### config.mk
export PLATFORM = sky130hd
export DESIGN_NAME = pipeline_ctrl
export DESIGN_NICKNAME = d
export VERILOG_FILES = /design/src/rtl/pipeline_ctrl.sv
export SDC_FILE = /design/constraint.sdc
export NUM_CORES = 1
export LEC_CHECK = 0
export BUFFER_PORTS_ARGS = -buffer_cell sky130_fd_sc_hd__buf_2
export CAP_MARGIN = 20
export CORE_MARGIN = 3
export CORE_UTILIZATION = 40
export DETAILED_ROUTE_END_ITERATION = 8
export PLACE_DENSITY = 0.82
export SETUP_SLACK_MARGIN = 0.3
export SLEW_MARGIN = 20
export SYNTH_ARGS = -nofsm -noshare
export SYNTH_HDL_FRONTEND = slang
export SYNTH_SLANG_ARGS = --single-unit
export TNS_END_PERCENT = 50
### constraint.sdc
create_clock -name clk -period 1.45 [get_ports clk]
set_input_delay 0.145 -clock clk [delete_from_list [all_inputs] [get_ports clk]]
set_output_delay 0.145 -clock clk [all_outputs]
set_load 0.02 [all_outputs]
### src/rtl/pipeline_ctrl.sv
// pipeline_ctrl: central sequencer for the 5-stage core.
//
// Combines per-stage stall requests into hold enables for the five pipeline registers. Sequences
// exception/ERET redirects as a single-cycle flush carrying a target PC. A watchdog also flags
// stalls that run too long.
//
// Ports:
//   clk            core clock; all state changes on the rising edge
//   rst            synchronous reset, active-low
//   stall_from_if  IF waiting on the instruction bus
//   stall_from_id  ID load-use hazard
//   stall_from_ex  EX multi-cycle operation busy
//   stall_from_mem MEM waiting on the data bus
//   exc_req        exception detected at MEM (level)
//   exc_handler    exception vector address
//   eret_req       ERET committing at MEM
//   epc_in         ERET return address
//   stall[4:0]     hold enables: [0]=PC [1]=IF/ID [2]=ID/EX [3]=EX/MEM [4]=MEM/WB
//   flush          clear all pipeline registers and load PC from flush_pc
//   flush_pc       redirect target, valid while flush=1
//   watchdog_trip  one-cycle pulse when a stall exceeds STALL_LIMIT cycles
module pipeline_ctrl #(
  parameter int unsigned ADDR_WIDTH  = 32,
  parameter int unsigned WDT_WIDTH   = 12,
  parameter int unsigned STALL_LIMIT = 1024
) (
  input  logic                  clk,
  input  logic                  rst,
  input  logic                  stall_from_if,
  input  logic                  stall_from_id,
  input  logic                  stall_from_ex,
  input  logic                  stall_from_mem,
  input  logic                  exc_req,
  input  logic [ADDR_WIDTH-1:0] exc_handler,
  input  logic                  eret_req,
  input  logic [ADDR_WIDTH-1:0] epc_in,
  output logic [4:0]            stall,
  output logic                  flush,
  output logic [ADDR_WIDTH-1:0] flush_pc,
  output logic                  watchdog_trip
);

  localparam logic [WDT_WIDTH-1:0] WdtMax = WDT_WIDTH'(STALL_LIMIT - 1);

  typedef enum logic [1:0] {StRun, StPend, StFlush} state_e;

  state_e                state_q, state_d;
  logic [ADDR_WIDTH-1:0] target_q, target_d;
  logic                  flush_q;
  logic [WDT_WIDTH-1:0]  wdt_q, wdt_d;
  logic                  trip_q, trip_d;

  logic                  redirect_req;
  logic [ADDR_WIDTH-1:0] redirect_tgt;

  assign redirect_req = exc_req | eret_req;
  // Exception wins over ERET when both arrive together.
  assign redirect_tgt = exc_req ? exc_handler : epc_in;

  // State register. Reset drops any pending redirect and clears the captured target.
  always_ff @(posedge clk) begin
    if (!rst) begin
      state_q  <= StRun;
      target_q <= '0;
      flush_q  <= 1'b0;
    end else begin
      state_q  <= state_d;
      target_q <= target_d;
      flush_q  <= (state_d == StFlush);
    end
  end

  // Next-state logic. The target is captured only on leaving RUN. Requests that arrive in PEND
  // or FLUSH cannot overwrite it.
  always_comb begin
    state_d  = state_q;
    target_d = target_q;
    unique case (state_q)
      StRun: begin
        if (redirect_req) begin
          target_d = redirect_tgt;
          // A MEM bus transfer in flight must complete before the pipeline is cleared.
          state_d  = stall_from_mem ? StPend : StFlush;
        end
      end
      StPend: begin
        if (!stall_from_mem) state_d = StFlush;
      end
      StFlush: state_d = StRun;
      default: state_d = StRun;
    endcase
  end

  // Output logic. Stall is combinational. Flush and flush_pc come straight from flops.
  always_comb begin
    stall = 5'b00000;
    if (rst) begin
      unique case (state_q)
        StRun: begin
          if (stall_from_mem)     stall = 5'b01111;
          else if (stall_from_ex) stall = 5'b00111;
          else if (stall_from_id) stall = 5'b00011;
          else if (stall_from_if) stall = 5'b00001;
          else                    stall = 5'b00000;
        end
        StPend:  stall = 5'b01111;
        StFlush: stall = 5'b00000;
        default: stall = 5'b00000;
      endcase
    end
  end

  assign flush    = flush_q;
  assign flush_pc = target_q;

  // Watchdog: counts consecutive stalled cycles. Any unstalled cycle clears the count, and FLUSH
  // is always unstalled. When the limit is reached, the next cycle pulses the trip output and the
  // count restarts.
  always_comb begin
    wdt_d  = '0;
    trip_d = 1'b0;
    if (stall != 5'b00000) begin
      if (wdt_q == WdtMax) begin
        trip_d = 1'b1;
      end else begin
        wdt_d = wdt_q + 1'b1;
      end
    end
  end

  always_ff @(posedge clk) begin
    if (!rst) begin
      wdt_q  <= '0;
      trip_q <= 1'b0;
    end else begin
      wdt_q  <= wdt_d;
      trip_q <= trip_d;
    end
  end

  assign watchdog_trip = trip_q;

endmodule

== After elaboration in Yosys (flattened, before gate mapping) ==
Index checks and enable logic that the tools add are counted.
Operators by class
  add/sub/neg operators: 1
  multipliers: 0
  divide/modulo/power cells: 0
  magnitude comparators: 0
  equal/unequal tests: 3
  shift-type cells: 0
  multiplexer cells: 12
  bitwise operators: 3
  reduce and logical (&&, ||, !) cells: 5
Operator list (count)
  32-bit two-way mux: 1
  12-bit by 1-bit adder with 12-bit output (second input constant): 1
  12-bit by 10-bit == test with 1-bit output (second input constant): 1
  5-bit case mux with 2 select lines: 1
  2-bit two-way mux: 4
  5-bit two-way mux: 1
  5-bit nonzero test: 1
  4-bit two-way mux: 1
  2-bit case mux with 2 select lines: 1
  2-bit AND reduction: 2
  3-bit two-way mux: 1
  3-bit OR reduction: 1
  2-bit by 1-bit == test with 1-bit output (second input constant): 1
  2-bit == test (second input constant): 1
  2-bit logical NOT: 1
  1-bit two-way mux: 2
  1-bit NOT: 2
  1-bit bitwise OR: 1
Word-level totals
  register bits after elaboration: 48
  bits in latches: 0
  RAM bits: 0
  memory bits (read-only): 0
  output and inout port bits: 39
  word-level logic and storage cells: 29
  memories kept: 0

== Longest topological paths before layout ==
  word-level depth: 9
  depth in mapped cells: 7
  mapped depth without buffers: 4

== Worst setup path before layout ==
OpenSTA, ideal clock, no wires.
  path kind: flip-flop to flip-flop
  from: register wdt_q[0]
  to: register wdt_q[2]
  setup time: 0.122 ns
  data arrival time: 1.348 ns
  data required time: 1.328 ns
  path slack: -0.020 ns
  cell stages (with the launch flop): 6
  path buffers: 1
  period minus slack after synthesis: 1.470 ns
  cells stage by stage: dfxtp_1 -> ha_1 -> nand3_2 -> nor4_1 -> buf_2 -> nor3_1
Between the ends
  cells in the longest elaborated chain, start to end: 2
Ends and longest elaborated chain
  start, declared: RTL line 50  | logic [WDT_WIDTH-1:0] wdt_q, wdt_d;
  start signal, assigned: RTL line 136  | wdt_q <= wdt_d;
  branches (longest 2 deep; another with 12-bit by 1-bit adder with 12-bit output)
Several ways; the timed one is not identified.
A chain may end at the register's enable or synchronous reset.

== Final worst setup path ==
  from: register wdt_q[1]
  to: register trip_q (netlist: watchdog_trip)
Between the ends
  cells in the longest elaborated chain, start to end: 2
Ends and longest elaborated chain
  12-bit by 10-bit == test with 1-bit output: RTL line 123  | if (wdt_q == WdtMax) begin
  1-bit two-way mux: RTL line 123
  end signal, assigned: RTL line 137  | trip_q <= trip_d;
  end, declared: RTL line 51  | logic trip_q, trip_d;
No other way between the ends.

==> flow_summary.ini <==
[outcome]
status = finished clean

[place]
io_buffers = 109
gp_congestion = 0.720
place.detailed.instances = 397
detailed_place_hpwl_mm = 4.11
dpl_ws_ps = 43.7
dpl-instance-area_um2 = 2970

[global_route]
grt_max_degree = 33
grtUsageTotal = 0.187
grt_antenna_before_repair = 0
grt_first_pass_wirelength_mm = 9.58
first_global_vias = 2129
globalRoute.totalOverflow = 0

[routing]
firstDrtPassIters = 4
routed_wire_length_per_instance_um = 15.8
dr_total_vias = 2255
wirelength_mm = 6.72
remaining_drc_errors = 0
ant_nets = 0
drtIter0Drc = 67
detail_route.vias_per_cell = 5.29

[layout]
drive_gt1_frac = 0.618
num-fill-cells = 416
area_growth_pct = 58.5
insertedDiodeCount = 0
cell_area_after_layout_um2 = 3620
num-nets-final = 428
footprint_of_the_multi_input_gates_um2 = 1540
final-seq-area_um2 = 981
stdcell_count = 426
fin_util = 0.682

[setup_path]
timing_worst_setup_path_type = register to register
worst_setup_start_kind = register
reg2reg_depth = 6
critical_path.reg2reg.startpoint = wdt_q[1]$_SDFF_PP0_
path_max_fanout = 5
crit_start = wdt_q[1]$_SDFF_PP0_
r2r_slack_ps = 50
reg2reg_to = watchdog_trip$_SDFF_PN0_
worstSetupEndpointType = register
crit_path_end = watchdog_trip$_SDFF_PN0_
worstPathArrival_ps = 1650
required_ps = 1700

[power]
power.share.switching = 0.300
net-switching-power_mw = 0.960
totalPowerFinal_mw = 3.20
comb_power_share = 0.286
pwr-share-seq = 0.462
cellInternalPower_mw = 2.24
peak_supply_drop_v = 0.000618
clkPwrFrac = 0.252
leakagePower_nw = 1.90
power.density_cell_area_nw_per_um2 = 885

[die]
core_area_um2 = 5300
rows = 26
die_area_um2 = 6650
chipWidth_um = 81.5
die_h_um = 81.5
pin_count = 111
floorplan.initialDensity = 0.430

[yosys]
syn_area_um2 = 2280
yosysWarningCount = 0
synth.distinct_cells = 35
synth_top_flop_cell = sky130_fd_sc_hd__dfxtp_1
syn-mean-instance-area_um2 = 10.0
syn_nets = 301
synth-seq-cells = 48
seq_area_frac_synth = 0.421
syn_inst = 228
synth_enable_flop_cells = 0
asyncSetResetFlopFracSynth = 0

[sta]
rsz0062_at_grt = yes
fin_tns_setup_ps = 0
drv_slew = 0
hold_ws_ps = 156
fmax_ghz = 0.712
post_route_worst_setup_slack_ps = 46.4
timing.final.setup_violations = 0
final_min_period_over_clock_period = 0.968
timing.clock.skew_ps = 8.21
layout_min_cycle_time_ps = 1400
final_hold_viol_count = 0

[cts]
number_of_buffers_between_clock_root_and_the_deepest_sink = 2
tritoncts.num_buffers = 5
cts_tree = built
clkTransAtPathRegs_ps = 80
insertion_delay_ps = 300
hold_buffers = 0
ctsRootBufferMaster = sky130_fd_sc_hd__clkbuf_8
clkSinkCount = 48
cts_htree_levels = 2

[hold_path]
hold_path_class = input pin to register
holdCritStartpoint = stall_from_mem
min_delay_path_depth = 2

[run]
drv_cap = 0
## layout by cell type (no fill, tap or decap), types with 2 or more instances in the layout
cell,n
sky130_fd_sc_hd__nand2_1,2
sky130_fd_sc_hd__buf_4,19
sky130_fd_sc_hd__mux2i_1,32
sky130_fd_sc_hd__inv_1,3
sky130_fd_sc_hd__o31ai_1,3
sky130_fd_sc_hd__dfxtp_1,38
sky130_fd_sc_hd__xnor2_1,2
sky130_fd_sc_hd__o21ai_0,3
sky130_fd_sc_hd__a211oi_2,6
sky130_fd_sc_hd__nand3_1,2
sky130_fd_sc_hd__dfxtp_4,3
sky130_fd_sc_hd__nor3_4,2
sky130_fd_sc_hd__buf_6,10
sky130_fd_sc_hd__nor2_1,2
sky130_fd_sc_hd__and2_4,4
sky130_fd_sc_hd__clkbuf_8,6
sky130_fd_sc_hd__nor3_1,2
sky130_fd_sc_hd__buf_12,4
sky130_fd_sc_hd__nand3_4,2
sky130_fd_sc_hd__dfxtp_2,7
sky130_fd_sc_hd__nand3_2,32
sky130_fd_sc_hd__nor4_4,2
sky130_fd_sc_hd__or3_1,3
sky130_fd_sc_hd__buf_2,105
sky130_fd_sc_hd__clkbuf_1,2
sky130_fd_sc_hd__or4_4,2
sky130_fd_sc_hd__nor2_4,4
sky130_fd_sc_hd__or4_1,2
sky130_fd_sc_hd__o211a_1,32
sky130_fd_sc_hd__nor3_2,3
sky130_fd_sc_hd__nand4_1,2
## cell type report
class                      instances  area share
multi-input combinational        156       0.426
sequential                        48       0.271
timing repair buffer             140       0.249
clock buffer                       8      0.0249
tap                               70      0.0242
inverter                           4     0.00484
## worst min-delay path by stage
| stage | end | slack, ps |
|---|---|---|
| 3_5_place_dp | state_q[1]$_SDFF_PN0_ | 400 |
| 4_1_cts | state_q[1]$_SDFF_PN0_ | 140 |
| 5_1_grt | state_q[1]$_SDFF_PN0_ | 170 |
| 3_3_place_gp | flush$_SDFF_PN0_ | 390 |
| 6_report | state_q[1]$_SDFF_PN0_ | 160 |
| 2_1_floorplan | flush$_SDFF_PN0_ | 220 |
## per-layer routing
metal  wire length, µm  track usage  vias up
met5                 0            0        -
met4                74       0.0625        0
met3               376       0.0406        7
met2              3610        0.345       58
met1              2660        0.212     1085
li1                  -            -     1105
## power by group through the flow
stage,sequential (mW),combinational [mW],clock [mW]
after global placement,1.51,0.706,0
after global routing,1.49,0.985,0.891
after CTS,1.48,0.808,0.828
final,1.48,0.916,0.806
after detailed placement,1.51,0.720,0
after floorplan,1.63,0.346,0
## Yosys cell counts (2+ instances only)
cell | count | area [µm²]
sky130_fd_sc_hd__a211oi_1 | 5 | 37.5
sky130_fd_sc_hd__buf_1 | 3 | 11.3
sky130_fd_sc_hd__buf_2 | 8 | 40.0
sky130_fd_sc_hd__buf_6 | 5 | 56.3
sky130_fd_sc_hd__clkbuf_1 | 6 | 22.5
sky130_fd_sc_hd__dfxtp_1 | 48 | 961
sky130_fd_sc_hd__inv_1 | 3 | 11.3
sky130_fd_sc_hd__mux2i_1 | 32 | 320
sky130_fd_sc_hd__nand2_1 | 2 | 7.51
sky130_fd_sc_hd__nand3_1 | 34 | 170
sky130_fd_sc_hd__nand3_2 | 2 | 20.0
sky130_fd_sc_hd__nand4_1 | 2 | 12.5
sky130_fd_sc_hd__nor2_1 | 6 | 22.5
sky130_fd_sc_hd__nor3_1 | 7 | 35.0
sky130_fd_sc_hd__nor3b_1 | 2 | 15.0
sky130_fd_sc_hd__nor4_1 | 2 | 12.5
sky130_fd_sc_hd__o211a_1 | 32 | 320
sky130_fd_sc_hd__o21ai_0 | 3 | 15.0
sky130_fd_sc_hd__o31ai_1 | 4 | 30.0
sky130_fd_sc_hd__or3_1 | 3 | 18.8
sky130_fd_sc_hd__or4_1 | 4 | 30.0
sky130_fd_sc_hd__xnor2_1 | 2 | 17.5
## sequential cells by signal, summed over array words and instances, names as in the netlist
name,flops
flush_pc,32
flush,1
watchdog_trip,1
state_q,2
wdt_q,12
## logic make-up after synthesis
logic type               after synthesis  synth area share
XOR/XNOR                               3            0.0115
AO/OA/AOI/OAI                         47             0.187
adder cells (fa/ha/maj)                1           0.00548
buffers and inverters                 27            0.0669
flip-flops                            48             0.421
multiplexers                          32             0.140
AND/OR/NAND/NOR                       69             0.166
other                                  1           0.00164
## worst max-delay path, cell delays in order (launching register included)
cell	delay, ps
sky130_fd_sc_hd__dfxtp_4	370
sky130_fd_sc_hd__ha_4	150
sky130_fd_sc_hd__nand3_4	80
sky130_fd_sc_hd__buf_6	140
sky130_fd_sc_hd__nor4_4	280
sky130_fd_sc_hd__buf_4	200
sky130_fd_sc_hd__nor2b_4	130
## repair_timing
item / in CTS / in global routing
cloned: 3 / 2
gates resized for setup: 44 / 47
buffers inserted: 10 / 6
pin swaps: 15 / 12
endpoints found under the setup margin: 49 / 49
(Power assumes the default switching activity.)
